[config.mk]
export PLATFORM = sky130hd
export DESIGN_NAME = digit_scan_mux
export DESIGN_NICKNAME = d
export VERILOG_FILES = /design/src/rtl/seven_seg_pkg.sv /design/src/rtl/seg_tick_gen.sv /design/src/rtl/digit_scan_mux.sv
export SDC_FILE = /design/constraint.sdc
export NUM_CORES = 1
export LEC_CHECK = 0
export BUFFER_PORTS_ARGS = -buffer_cell sky130_fd_sc_hd__buf_2
export CAP_MARGIN = 30
export CORE_ASPECT_RATIO = 1.75
export CORE_UTILIZATION = 30
export CTS_BUF_LIST = sky130_fd_sc_hd__clkbuf_8 sky130_fd_sc_hd__clkbuf_16
export DETAILED_ROUTE_END_ITERATION = 7
export PLACE_DENSITY = 0.5
export SKIP_LAST_GASP = 1
export SYNTH_ARGS = -nofsm -noshare
export SYNTH_HDL_FRONTEND = slang
export SYNTH_SLANG_ARGS = --single-unit
export TNS_END_PERCENT = 10
[constraint.sdc]
create_clock -name clk -period 2.5 [get_ports clk]
set_input_delay 0.5 -clock clk [delete_from_list [all_inputs] [get_ports clk]]
set_output_delay 0.5 -clock clk [all_outputs]
set_load 0.005 [all_outputs]
[src/rtl/seven_seg_pkg.sv]
// Purpose: shared types, hex-to-segment table and decode helper for the 7-segment scan path.
// Latency: n/a (types and pure functions only).
// Backpressure: n/a.
// Contents:
//   seg_pattern_t  - active-high segment vector {g,f,e,d,c,b,a}
//   hex_nibble_t   - one hex digit value
//   scan_state_t   - per-slot scan phase (BLANK / DRIVE)
//   HEX_TO_SEG     - 16-entry decode table, active-high
//   hex_to_seg()   - table lookup used by the scan controller
package seven_seg_pkg;

  typedef logic [6:0] seg_pattern_t;
  typedef logic [3:0] hex_nibble_t;

  typedef enum logic {
    BLANK = 1'b0,
    DRIVE = 1'b1
  } scan_state_t;

  // Standard hex glyphs 0-9, A, b, C, d, E, F (lower-case b and d keep them
  // distinguishable from 8 and 0).
  localparam seg_pattern_t HEX_TO_SEG [16] = '{
    7'h3F, 7'h06, 7'h5B, 7'h4F,
    7'h66, 7'h6D, 7'h7D, 7'h07,
    7'h7F, 7'h6F, 7'h77, 7'h7C,
    7'h39, 7'h5E, 7'h79, 7'h71
  };

  function automatic seg_pattern_t hex_to_seg(input hex_nibble_t value);
    return HEX_TO_SEG[value];
  endfunction

endpackage

[src/rtl/seg_tick_gen.sv]
// Purpose: slot prescaler; counts 0..DIV-1 and flags slot end and the blank window.
// Latency: all outputs are combinational decodes of the registered count.
// Backpressure: none; free-running.
// Ports:
//   clk, rst_n    - clock, asynchronous active-low reset (count returns to 0)
//   tick          - high on the last cycle of a slot (count == DIV-1)
//   blank_active  - high while count < BLANK_CYCLES
//   blank_last    - high on the final blank cycle (count == BLANK_CYCLES-1)
//   slot_start    - high on the first cycle of a slot (count == 0)
module seg_tick_gen #(
  parameter int unsigned DIV          = 27_000,
  parameter int unsigned BLANK_CYCLES = 16
) (
  input  logic clk,
  input  logic rst_n,
  output logic tick,
  output logic blank_active,
  output logic blank_last,
  output logic slot_start
);

  localparam int unsigned CW = (DIV > 1) ? $clog2(DIV) : 1;

  // A slot needs at least one blank-exit cycle and one drive cycle after the
  // blank window, otherwise the FSM never reaches DRIVE.
  if (DIV < BLANK_CYCLES + 2) begin : g_div_too_small
    $fatal(1, "seg_tick_gen: DIV must be at least BLANK_CYCLES+2");
  end

  logic [CW-1:0] cnt;

  assign tick         = (cnt == CW'(DIV - 1));
  assign slot_start   = (cnt == '0);
  assign blank_active = (32'(cnt) < BLANK_CYCLES);

  if (BLANK_CYCLES == 0) begin : g_no_blank
    assign blank_last = 1'b0;
  end else begin : g_blank
    assign blank_last = (32'(cnt) == BLANK_CYCLES - 1);
  end

  always_ff @(posedge clk or negedge rst_n) begin
    if (!rst_n) begin
      cnt <= '0;
    end else if (tick) begin
      cnt <= '0;
    end else begin
      cnt <= cnt + 1'b1;
    end
  end

endmodule

[src/rtl/digit_scan_mux.sv]
// Purpose: double-buffered, time-multiplexed scan driver for multi-digit 7-segment displays.
// Latency: pins are registered, 1 cycle behind scan state; a loaded frame shows from the next frame.
// Backpressure: load_ready drops while a frame waits in the pending buffer; it frees at the frame boundary.
// Ports:
//   clk, rst_n   - clock, asynchronous active-low reset
//   load_valid   - frame data valid; load_ready - pending buffer empty
//   digit_data   - 4 bits per digit, digit i at [4i+3:4i]
//   dp_data      - decimal point per digit; digit_en - 1 = digit shown, 0 = blanked
//   digit_sel    - one-hot digit drive (polarity from DIG_ACTIVE_LOW)
//   seg, seg_dp  - segments {g..a} and decimal point (polarity from SEG_ACTIVE_LOW)
//   frame_start  - one-cycle pulse on the first output cycle of the digit-0 slot
module digit_scan_mux #(
  parameter int unsigned CLK_FREQ_HZ    = 27_000_000,
  parameter int unsigned SCAN_HZ        = 1000,
  parameter int unsigned NUM_DIGITS     = 4,
  parameter int unsigned BLANK_CYCLES   = 16,
  parameter bit          DIG_ACTIVE_LOW = 1'b0,
  parameter bit          SEG_ACTIVE_LOW = 1'b1
) (
  input  logic                    clk,
  input  logic                    rst_n,
  input  logic                    load_valid,
  output logic                    load_ready,
  input  logic [4*NUM_DIGITS-1:0] digit_data,
  input  logic [NUM_DIGITS-1:0]   dp_data,
  input  logic [NUM_DIGITS-1:0]   digit_en,
  output logic [NUM_DIGITS-1:0]   digit_sel,
  output logic [6:0]              seg,
  output logic                    seg_dp,
  output logic                    frame_start
);

  import seven_seg_pkg::*;

  localparam int unsigned DIV = CLK_FREQ_HZ / SCAN_HZ;
  localparam int unsigned IW  = (NUM_DIGITS > 1) ? $clog2(NUM_DIGITS) : 1;

  localparam logic [IW-1:0]         LAST_IDX = IW'(NUM_DIGITS - 1);
  // XOR masks: an all-zero active-high vector XORed with these gives the
  // "off" level on the pins for either polarity.
  localparam logic [NUM_DIGITS-1:0] SEL_POL  = {NUM_DIGITS{DIG_ACTIVE_LOW}};
  localparam logic [6:0]            SEG_POL  = {7{SEG_ACTIVE_LOW}};
  localparam logic                  DP_POL   = SEG_ACTIVE_LOW;

  if (NUM_DIGITS < 1 || NUM_DIGITS > 8) begin : g_bad_num_digits
    $fatal(1, "digit_scan_mux: NUM_DIGITS must be in 1..8");
  end

  // ---------------------------------------------------------------------------
  // Slot timing
  // ---------------------------------------------------------------------------
  logic tick;
  logic blank_active;
  logic blank_last;
  logic slot_start;

  seg_tick_gen #(
    .DIV          (DIV),
    .BLANK_CYCLES (BLANK_CYCLES)
  ) u_tick_gen (
    .clk          (clk),
    .rst_n        (rst_n),
    .tick         (tick),
    .blank_active (blank_active),
    .blank_last   (blank_last),
    .slot_start   (slot_start)
  );

  // ---------------------------------------------------------------------------
  // Digit index; the last digit's tick is the frame boundary. With a single
  // digit the index never moves and every tick is a boundary.
  // ---------------------------------------------------------------------------
  logic [IW-1:0] idx;
  logic          last_digit;
  logic          frame_boundary;

  assign last_digit     = (idx == LAST_IDX);
  assign frame_boundary = tick && last_digit;

  always_ff @(posedge clk or negedge rst_n) begin
    if (!rst_n) begin
      idx <= '0;
    end else if (tick) begin
      idx <= last_digit ? '0 : idx + 1'b1;
    end
  end

  // ---------------------------------------------------------------------------
  // Pending (load side) and shadow (display side) frame buffers.
  // Commit needs pend_full=1 and acceptance needs pend_full=0, so both can
  // never fire in the same cycle: a load landing on the boundary cycle waits
  // for the following boundary.
  // ---------------------------------------------------------------------------
  logic [4*NUM_DIGITS-1:0] pend_data;
  logic [NUM_DIGITS-1:0]   pend_dp;
  logic [NUM_DIGITS-1:0]   pend_en;
  logic                    pend_full;
  logic [4*NUM_DIGITS-1:0] shd_data;
  logic [NUM_DIGITS-1:0]   shd_dp;
  logic [NUM_DIGITS-1:0]   shd_en;
  logic                    load_fire;

  assign load_ready = !pend_full;
  assign load_fire  = load_valid && !pend_full;

  always_ff @(posedge clk or negedge rst_n) begin
    if (!rst_n) begin
      pend_data <= '0;
      pend_dp   <= '0;
      pend_en   <= '0;
      pend_full <= 1'b0;
      shd_data  <= '0;
      shd_dp    <= '0;
      shd_en    <= '0;
    end else begin
      if (frame_boundary && pend_full) begin
        shd_data  <= pend_data;
        shd_dp    <= pend_dp;
        shd_en    <= pend_en;
        pend_full <= 1'b0;
      end
      if (load_fire) begin
        pend_data <= digit_data;
        pend_dp   <= dp_data;
        pend_en   <= digit_en;
        pend_full <= 1'b1;
      end
    end
  end

  // ---------------------------------------------------------------------------
  // Slot FSM: state register / next-state / output decode
  // ---------------------------------------------------------------------------
  scan_state_t state;
  scan_state_t state_nxt;

  always_ff @(posedge clk or negedge rst_n) begin
    if (!rst_n) begin
      state <= BLANK;
    end else begin
      state <= state_nxt;
    end
  end

  always_comb begin
    state_nxt = state;
    case (state)
      // !blank_active only matters with BLANK_CYCLES=0, where there is no
      // last blank cycle to leave on.
      BLANK:   if (blank_last || !blank_active) state_nxt = DRIVE;
      DRIVE:   if (tick && (BLANK_CYCLES != 0)) state_nxt = BLANK;
      default: state_nxt = BLANK;
    endcase
  end

  logic [NUM_DIGITS-1:0] sel_nxt;
  seg_pattern_t          pat_nxt;
  logic                  dp_nxt;

  // Active-high view of the pins; a masked digit keeps its slot but stays dark.
  always_comb begin
    sel_nxt = '0;
    pat_nxt = '0;
    dp_nxt  = 1'b0;
    if ((state == DRIVE) && shd_en[idx]) begin
      sel_nxt[idx] = 1'b1;
      pat_nxt      = hex_to_seg(shd_data[{idx, 2'b00} +: 4]);
      dp_nxt       = shd_dp[idx];
    end
  end

  // ---------------------------------------------------------------------------
  // Registered pins, polarity applied after decode.
  // ---------------------------------------------------------------------------
  always_ff @(posedge clk or negedge rst_n) begin
    if (!rst_n) begin
      digit_sel   <= SEL_POL;
      seg         <= SEG_POL;
      seg_dp      <= DP_POL;
      frame_start <= 1'b0;
    end else begin
      digit_sel   <= sel_nxt ^ SEL_POL;
      seg         <= pat_nxt ^ SEG_POL;
      seg_dp      <= dp_nxt ^ DP_POL;
      frame_start <= slot_start && (idx == '0);
    end
  end

endmodule

==> summary.md, run 1 <==
| Metric | Value |
|---|---|
| Static Leak | between 1.5 and 2 nW |
| RSZ-0062 raised after global routing | no |
| Final HPWL DP | 4.82 mm |
| Final worst-path cycle share | 86.9% |
| 1st-pass router iterations | 6 |
| Highest routed layer | met4 |
| Die H | 148 µm |
| Fin area | 4280 µm² |
| Post-Syn Nets | 300 |
| Met3 wire length | 262 µm |
| Placer Congestion | 0.766 |
| Clk Latency, worst-skew pair | 0.34 ns |
| Max-Cap Viols | 0 |
| PostCTS Resize Cnt | 0 |
| Setup TNS | 0 ns |
| Mean Syn Cell Area | 14.0 µm² |
| Gr usage total | 12.2% |
| Worst VDD drop | 0.318 mV |
| Share of cells above drive strength 1 | 41.0% |
| # diodes | 0 |
| Post-synthesis sequential area ratio | between 50% and 60% |
| Slew Limit Fails | 0 |
| Total CTS buffers | 9 |
| Root Driver | clkbuf_16 |
| Remaining DRCs | 0 |
| # hold bufs at CTS | 0 |
| Die width | 85.3 µm |
| Most common cell after layout, fill and taps aside | dfrtp_1 |
| Setup bufs post-CTS | 0 |
| Largest net degree at the start of global routing | 47 |
| I/O pin cnt | 41 |
| PortBufs | 40 |
| Core Area | 11700 µm² |
| Clk buf depth | 2 |
| Arrival @ worst endpoint | 2.39 ns |
| Site row count | 52 |
| DR vias | 2078 |
| Critical path class | reg -> reg |
| Area growth from synthesis to layout | 17.5% |
| Total Wirelength | 6.70 mm |
| Slew Limit Headroom | 69.4% |
| Worst hold path class | in -> async |
| Pwr dens | 686 nW/µm² |
| Minimum clock period | 2.17 ns |
| Worst-Margin Slew | 0.460 ns |
| # clock sinks | 80 |
| Mapped cell area | 3640 µm² |
| Final number of setup-violating endpoints | 0 |
| Routed Antenna Nets | 0 |
| Synth warn | 0 |
| Initial core utilization | 31.1% |
| DRT iter0 DRCs | 69 |
| Worst-path clk slew | 0.06 ns |
| Crit Path Max Fanout | 25 |
| Number of global-route vias before repair | 2217 |
| DR WL/cell | 15.2 µm |
| Via density | 4.70 |
| TritonCTS clock tree | built |
| Initial antenna violation count | 0 |
| Req. time, crit path | 2.72 ns |
| DIE AREA | 12600 µm² |
| DR WL met2 | 3.43 mm |
| Worst setup EP type | register |
| Final Hold Viols | 0 |
| Most frequent cells in the layout | 72 x dfrtp_1, 39 x buf_2, 30 x mux2_2, 19 x mux2_4, 14 x inv_1 |
| Yosys reg bits | 80 |
| WL met1 | 2.87 mm |
| Cell variety after synth | 38 |
| Global-route wire length before repair | 11.6 mm |
| H-tree Lvls | 3 |
| Synth Instances | 261 |
| Nets | 341 |
| Clk_skew | 0.00785 ns |
| Startpoint types | register |
| Max Clk Rate | 460 MHz |
| Remaining Overflow, GRT | 0 |
| DP Area | 3940 µm² |
| Status | complete, no violations |
==> through the flow <==
stage	util, %	total power [mW]	std cells	hold slack (ns)	worst slack [ns]
after global placement	33.7	1.49	426	0.461	0.363
after floorplan	-	1.42	261	0.204	0.403
after global routing	36.6	3.07	442	0.151	0.214
final	36.6	2.94	442	0.118	0.328
after detailed placement	33.7	1.49	426	0.483	0.322
after CTS	36.6	2.99	442	0.126	0.320
==> kinds of logic (layout without fill, tap and decap cells) <==
group | after synthesis | count (layout) | synth area share, %
DFF | 80 | 80 | 55.2
muxes | 58 | 58 | 22.0
and+or+nand+nor | 58 | 58 | 8.62
buffers and inverters | 26 | 72 | 4.43
AOI/OAI and AO/OA | 16 | 16 | 2.99
adders and majority gates | 12 | 12 | 4.12
xor gates and xnor gates | 11 | 11 | 2.64
==> final cells by class <==
type,instances,area (µm²)
Clock buffer,9,225
Clock inverter,7,113
Fill cell,1162,7430
Inverter,12,45.0
Multi-Input combinational cell,155,1470
Sequential cell,80,2010
Tap cell,135,169
Timing Repair Buffer,44,245
==> synth_stat cells, drive strengths merged <==
master   n  share of area [%]
nor2b    3               0.52
a31o     1               0.24
o22ai    1               0.17
nand2b   4               0.69
and2     3               0.58
o21ai    1               0.14
and3     9                1.7
dfstp    8                5.8
nand3    7               0.96
a21o     1               0.21
mux2    49                 17
o221ai   3               0.72
mux4     7                4.3
and4     2               0.48
mux2i    2               0.55
nor2    11                1.1
nor3     3               0.41
dfrtp   72                 49
ha      12                4.1
a21oi    4               0.55
or2      1               0.17
o21a     1               0.21
nor3b    1               0.21
xor2     5                1.2
a31oi    2               0.34
nand2    9               0.93
inv     12                1.2
xnor2    6                1.4
clkbuf   7               0.72
nand4    2               0.34
buf      7                2.5
nor4     3               0.52
o211ai   2               0.41
==> power by group <==
part	total (mW)	switching (mW)	internal, mW
clock	1.48	0.510	0.968
sequential	1.37	0.0268	1.34
combinational	0.0914	0.0401	0.0513
total	2.94	0.577	2.36
==> sequential cells by signal, summed over array words and instances (netlist names) <==
register,count
shd_en,4
shd_data,16
frame_start,1
seg_dp,1
shd_dp,4
state,1
idx,2
pend_data,16
pend_dp,4
pend_full,1
seg,7
pend_en,4
digit_sel,4
u_tick_gen.cnt,15
==> final timing paths <==
| check | end | depth (start not counted) | start | slack [ns] |
|---|---|---|---|---|
| max in group asynchronous | pend_data[0]$_DFFE_PN0P_ | 2 | rst_n | 1.79 |
| max | shd_en[2]$_DFFE_PN0P_ | 6 | u_tick_gen.cnt[0]$_DFF_PN0_ | 0.33 |
| min reg2reg | u_tick_gen.cnt[0]$_DFF_PN0_ | 1 | u_tick_gen.cnt[0]$_DFF_PN0_ | 0.49 |
| min in group clk | pend_data[11]$_DFFE_PN0P_ | 2 | digit_data[11] | 0.39 |
| min | u_tick_gen.cnt[11]$_DFF_PN0_ | 1 | rst_n | 0.12 |
| max reg2reg | shd_en[2]$_DFFE_PN0P_ | 6 | u_tick_gen.cnt[0]$_DFF_PN0_ | 0.33 |
==> layer usage <==
metal / vias up / track usage (%)
met5: - / 0
met4: 0 / 5.25
met3: 8 / 3.63
met2: 44 / 20.3
met1: 1034 / 14.6
li1: 992 / -
==> critical path, stage by stage (launching register included) <==
cell,delay [ns]
dfrtp_1,0.39
ha_1,0.19
and2_4,0.17
and4_1,0.21
and4_1,0.22
and3_4,0.49
mux2_2,0.39
Note: power is estimated with default switching activity, not from simulation.
==> run 2, diff against run 1 <==
Settings changed: GPL_TIMING_DRIVEN set to 0, SETUP_SLACK_MARGIN set to 0.05.
==> summary.md, run 2 (synthesis gave the netlist of run 1 again) <==
| Metric | Value |
|---|---|
| Status | complete, no violations |
| CP max-delay cell | dfrtp_1 |
| H-tree Lvls | 3 |
| # diodes | 0 |
| Critical R2R Capture | shd_data[5]$_DFFE_PN0P_ |
| Most common cell after layout, fill and taps aside | dfrtp_1 |
| Worst setup EP type | register |
| Final worst-path cycle share | 88.9% |
| Top Registers | pend_data x16, shd_data x16, u_tick_gen.cnt x15 |
| Largest net degree at the start of global routing | 71 |
| Initial core utilization | between 30% and 40% |
| Slew Limit Headroom | 54.2% |
| Number of global-route vias before repair | 2267 |
| Max-Cap Viols | 0 |
| Remaining Overflow, GRT | 0 |
| Worst-path clk slew | 0.06 ns |
| Die width | 85.3 µm |
| Worst Hold Depth | 2 |
| Worst VDD drop | 0.299 mV |
| Crit Path Max Fanout | 10 |
| Stages on worst setup path | 9 |
| Overall power | 2.77 mW |
| Req. time, crit path | 2.72 ns |
| Clk_skew | 0.00760 ns |
| Root Driver | clkbuf_16 |
| Worst-Margin Slew | 0.687 ns |
| DR vias | roughly 2.1k |
| Total CTS buffers | 9 |
| I/O pin cnt | 41 |
| Via density | 4.66 |
| Static Leak | 2.00 nW |
| Reg2reg setup slack | roughly 0.28 ns |
| Most frequent cells in the layout | 72 x dfrtp_1, 40 x buf_2, 30 x mux2_2, 19 x mux2_4, 14 x inv_1 |
| Die H | 148 µm |
| Arrival @ worst endpoint | 2.44 ns |
| Share of cells above drive strength 1 | roughly 40% |
| # clock sinks | 80 |
| Crit-path cells | ha_1, and2_4, and4_1, and4_1, buf_6, and3_4, buf_6, buf_12, mux2_4 |
| 1st-pass router iterations | 6 |
| CP peak stage delay | ~0.4 ns |
| Nets | 353 |
| FILL cells | 1150 |
| Hold Crit Start | digit_en[0] |
| Global-route wire length before repair | 11.3 mm |
| CP bufs+invs | 3 |
| Worst hold path class | in -> reg |
| Area growth from synthesis to layout | 19.5% |
| Critical path's top delay family | simple AND/OR/NAND/NOR gates |
| Gr usage total | 12.0% |
| Clk buf depth | 2 |
| Max Clk Rate | 450 MHz |
| Minimum clock period | 2.22 ns |
| Final HPWL DP | between 4 and 5 mm |
| PostCTS Resize Cnt | 0 |
| TritonCTS clock tree | built |
| Core Area | roughly 12000 µm² |
| Sequential Area | 2010 µm² |
| PortBufs | 40 |
| DIE AREA | 12600 µm² |
| Hold Path End | pend_en[0]$_DFFE_PN0P_ |
| Startpoint types | register |
| Initial antenna violation count | 0 |
| Pwr dens | about 640 nW/µm² |
| Remaining DRCs | 0 |
| Area of the multi-input gates | 1470 µm² |
| DRT iter0 DRCs | 78 |
| Final Hold Viols | 0 |
| DR WL/cell | around 15 µm |
| Setup TNS | 0 ns |
| Final number of setup-violating endpoints | 0 |
| Placer Congestion | 0.770 |
| Site row count | 52 |
| Routed Antenna Nets | 0 |
| Slew Limit Fails | 0 |
| RSZ-0062 raised after global routing | no |
| Reg2Reg Depth | 9 |
| Clk Latency, worst-skew pair | 0.34 ns |
| Critical path class | reg -> reg |
| Crit Reg-Reg Startpoint | u_tick_gen.cnt[0]$_DFF_PN0_ |
| Total Wirelength | 6.71 mm |
[run 2: worst max-delay path by stage]
stage	from	slack, ns	to
3_3_place_gp	idx[1]$_DFFE_PN0N_	0.26	seg[3]$_DFF_PN1_
6_report	u_tick_gen.cnt[0]$_DFF_PN0_	0.28	shd_data[5]$_DFFE_PN0P_
4_1_cts	idx[1]$_DFFE_PN0N_	0.24	seg[3]$_DFF_PN1_
3_5_place_dp	idx[1]$_DFFE_PN0N_	0.26	seg[3]$_DFF_PN1_
2_1_floorplan	u_tick_gen.cnt[0]$_DFF_PN0_	0.40	shd_data[0]$_DFFE_PN0P_
5_1_grt	idx[1]$_DFFE_PN0N_	0.09	seg[3]$_DFF_PN1_
[run 2: repair_timing]
item	4_1_cts	5_1_grt
setup buffers	0	0
hold buffers	1	0
endpoints found under the hold margin	10	0
[run 2: layout make-up]
class / instances / share of cell area, %
clock buffer: 11 / 5.81
inverter: 12 / 1.03
buffer: 14 / 2.67
multi-input combinational: 155 / 33.8
clock inverter: 5 / 1.09
sequential: 80 / 46.2
tap: 135 / 3.88
timing repair buffer: 42 / 5.52
[run 2: worst reg2reg max path: cells and delay by family, from the launching register on]
| kind | cells | cell delay [ns] |
|---|---|---|
| AND/OR/NAND/NOR | 4 | 0.76 |
| buffers and inverters | 3 | 0.42 |
| flip-flops | 1 | 0.40 |
| multiplexers | 1 | 0.30 |
| adder cells (fa/ha/maj) | 1 | 0.23 |
[run 2: metal layers]
metal  part of all wire [%]  vias up  routed length (µm)  track usage [%]
met1                     42     1054                2830             13.9
li1                       -     1014                   -                -
met4                    1.9        0                 130             6.08
met2                     53       36                3530             20.1
met3                    3.1       12                 209             3.69
met5                      0        -                   0                0
[run 2: power breakdown]
part | leakage [nW] | total (mW) | switching (mW) | internal [mW]
sequential | 1.03 | 1.37 | 0.0262 | 1.34
combinational | 0.816 | 0.0934 | 0.0399 | 0.0535
clock | 0.158 | 1.31 | 0.492 | 0.817
total | 2.00 | 2.77 | 0.558 | 2.21
[run 2: through the flow]
| step | hold WS (ns) | setup WS (ns) | cell area, µm² | instances | util, % |
|---|---|---|---|---|---|
| 2_1_floorplan | 0.204 | 0.403 | 3640 | 261 | - |
| 4_1_cts | 0.380 | 0.236 | 4350 | 454 | 37.2 |
| 5_1_grt | 0.380 | 0.0876 | 4350 | 454 | 37.2 |
| 3_3_place_gp | 0.480 | 0.262 | 4010 | 436 | 34.3 |
| 3_5_place_dp | 0.352 | 0.257 | 4040 | 437 | 34.5 |
| 6_report | 0.392 | 0.278 | 4350 | 454 | 37.2 |
==> run 3, diff against run 2 <==
Settings changed: CELL_PAD_IN_SITES_DETAIL_PLACEMENT set to 1, CELL_PAD_IN_SITES_GLOBAL_PLACEMENT set to 2, PLACE_DENSITY 0.5 to 0.65, REMOVE_ABC_BUFFERS set to 1.
==> summary.md, run 3 (synthesis gave the netlist of run 1 again) <==
| Metric | Value |
|---|---|
| Status | complete, no violations |
| Arrival @ worst endpoint | 2.61 ns |
| Dpl ws | -0.187 ns |
| Placer Congestion | 0.717 |
| Area growth from synthesis to layout | 17.1% |
| Met3 wire length | 214 µm |
| Util after Layout | 36.4% |
| Clk_skew | about 0.0088 ns |
| Nets | 340 |
| Number of global-route vias before repair | ~2.4k |
| CP bufs+invs | 2 |
| Initial core utilization | 31.1% |
| Final number of setup-violating endpoints | 0 |
| # clock sinks | 80 |
| Worst setup margin | about 0.13 ns |
| CP max-delay cell | dfrtp_1 |
| Initial antenna violation count | 0 |
| DRT iter0 DRCs | 55 |
| Clk buf depth | 2 |
| Top Registers | pend_data x16, shd_data x16, u_tick_gen.cnt x15 |
| Most common cell after layout, fill and taps aside | dfrtp_1 |
| Slew Limit Headroom | around 67% |
| Clk Latency, worst-skew pair | 0.33 ns |
| Via density | 4.83 |
| RSZ-0062 raised after global routing | yes |
| Pwr dens | ~660 nW/µm² |
| Final worst-path cycle share | 94.6% |
| I/O pin cnt | slightly above 40 |
| Static Leak | 1.94 nW |
| Crit Reg-Reg Startpoint | idx[0]$_DFFE_PN0N_ |
| H-tree Lvls | 3 |
| # hold bufs at CTS | 0 |
| Remaining DRCs | 0 |
| Overall power | 2.80 mW |
| Largest net degree at the start of global routing | 49 |
| Final Hold Viols | 0 |
| Reg2reg setup slack | approximately 0.13 ns |
| Remaining Overflow, GRT | 0 |
| Critical R2R Capture | seg[3]$_DFF_PN1_ |
| Reg2Reg Depth | 6 |
| Critical path's top delay family | multiplexers |
| Root Driver | clkbuf_16 |
| WL met1 | approximately 2.9 mm |
| DR WL met2 | 3.93 mm |
| Total CTS buffers | 9 |
| CP peak stage delay | 0.65 ns |
| Final HPWL DP | a little under 5 mm |
| Die H | between 100 and 150 µm |
| Worst-path clk slew | 0.06 ns |
| Slew Limit Fails | 0 |
| Critical path class | reg -> reg |
| Die width | 85.3 µm |
| Req. time, crit path | 2.75 ns |
| Crit-path cells | mux4_2, inv_1, ha_1, inv_1, mux4_2, nand2b_1 |
| Worst setup EP type | register |
| Minimum clock period | around 2.4 ns |
| Worst-Margin Slew | approximately 0.5 ns |
| Site row count | 52 |
| Worst VDD drop | 0.266 mV |
| Setup bufs post-CTS | 0 |
| # diodes | 0 |
| Startpoint types | register |
| Highest routed layer | met4 |
| DR WL/cell | 16.3 µm |
| Gr usage total | 13.1% |
| PortBufs | 40 |
| Most frequent cells in the layout | 72 x dfrtp_1, 39 x buf_2, 30 x mux2_2, 19 x mux2_4, 13 x inv_1 |
| Core Area | 11700 µm² |
| Crit Path Max Fanout | 9 |
| Share of cells above drive strength 1 | 41.5% |
| FILL cells | 1257 |
| Max Clk Rate | 423 MHz |
| Max-Cap Viols | 0 |
| Routed Antenna Nets | 0 |
| Worst hold path class | in -> async |
| DR vias | 2132 |
| 1st-pass router iterations | 5 |
| TritonCTS clock tree | built |
| Total Wirelength | 7.17 mm |
| DIE AREA | 12600 µm² |
| Global-route wire length before repair | 12.4 mm |
[run 3: changes by cell type in the layout (fill, tap and decap cells not counted), moves of 2 or more]
cell and delta:
clkinv_2 -2, clkinvlp_4 +3, buf_6 -4, clkbuf_1 -7, buf_12 -2
[run 3: worst max-delay path by stage]
| stage | from | endpoint | slack, ns | cells past startpoint |
|---|---|---|---|---|
| after detailed placement | u_tick_gen.cnt[0]$_DFF_PN0_ | shd_dp[1]$_DFFE_PN0P_ | -0.19 | 6 |
| after CTS | u_tick_gen.cnt[0]$_DFF_PN0_ | shd_data[14]$_DFFE_PN0P_ | 0.01 | 6 |
| after global placement | load_valid | pend_data[14]$_DFFE_PN0P_ | -0.38 | 3 |
| after floorplan | u_tick_gen.cnt[0]$_DFF_PN0_ | shd_dp[0]$_DFFE_PN0P_ | 0.22 | 6 |
| after global routing | idx[0]$_DFFE_PN0N_ | seg[3]$_DFF_PN1_ | -0.04 | 6 |
| final | idx[0]$_DFFE_PN0N_ | seg[3]$_DFF_PN1_ | 0.13 | 6 |
[run 3: metal layers]
layer	vias up	track usage, %
met2	32	22.9
li1	985	-
met5	-	0
met3	8	3.18
met4	0	5.75
met1	1107	15.0
[run 3: worst register-to-register path, delay by kind of cell (launching register included)]
family	cells	cell delay [ns]
muxes	2	1.09
buffers and inverters	2	0.23
and+or+nand+nor	1	0.16
DFF	1	0.65
adders and majority gates	1	0.15
[run 3: power breakdown]
part / total (mW) / leakage, nW / internal, mW / switching (mW)
combinational: 0.0943 / 0.769 / 0.0527 / 0.0417
clock: 1.34 / 0.145 / 0.824 / 0.516
sequential: 1.36 / 1.03 / 1.34 / 0.0241
[run 3: timing repair]
| action | 4_1_cts | 5_1_grt |
|---|---|---|
| endpoints found under the setup margin | 24 | 17 |
| pin swaps | 1 | 0 |
| gates cloned | 1 | 0 |
| resized for setup | 1 | 1 |
[run 3: layout make-up]
type	count	area [µm²]	area share (%)
repair buffers	42	245	5.75
flip-flops and latches	80	2010	47.2
inverters	12	45.0	1.06
multi-input cells	156	1490	34.8
clock buffers	11	253	5.93
well taps	135	169	3.96
clock inverters	5	56.3	1.32
[run 3: through the flow]
| step | instance area [µm²] | TNS, ns | hold WS (ns) | std cells |
|---|---|---|---|---|
| 2_1_floorplan | 3530 | 0 | 0.204 | 247 |
| 3_5_place_dp | 3940 | -3.61 | 0.468 | 424 |
| 4_1_cts | 4260 | 0 | 0.119 | 441 |
| 6_report | 4270 | 0 | 0.111 | 441 |
| 3_3_place_gp | 3900 | -12.54 | 0.469 | 422 |
| 5_1_grt | 4270 | -0.0352 | 0.142 | 441 |
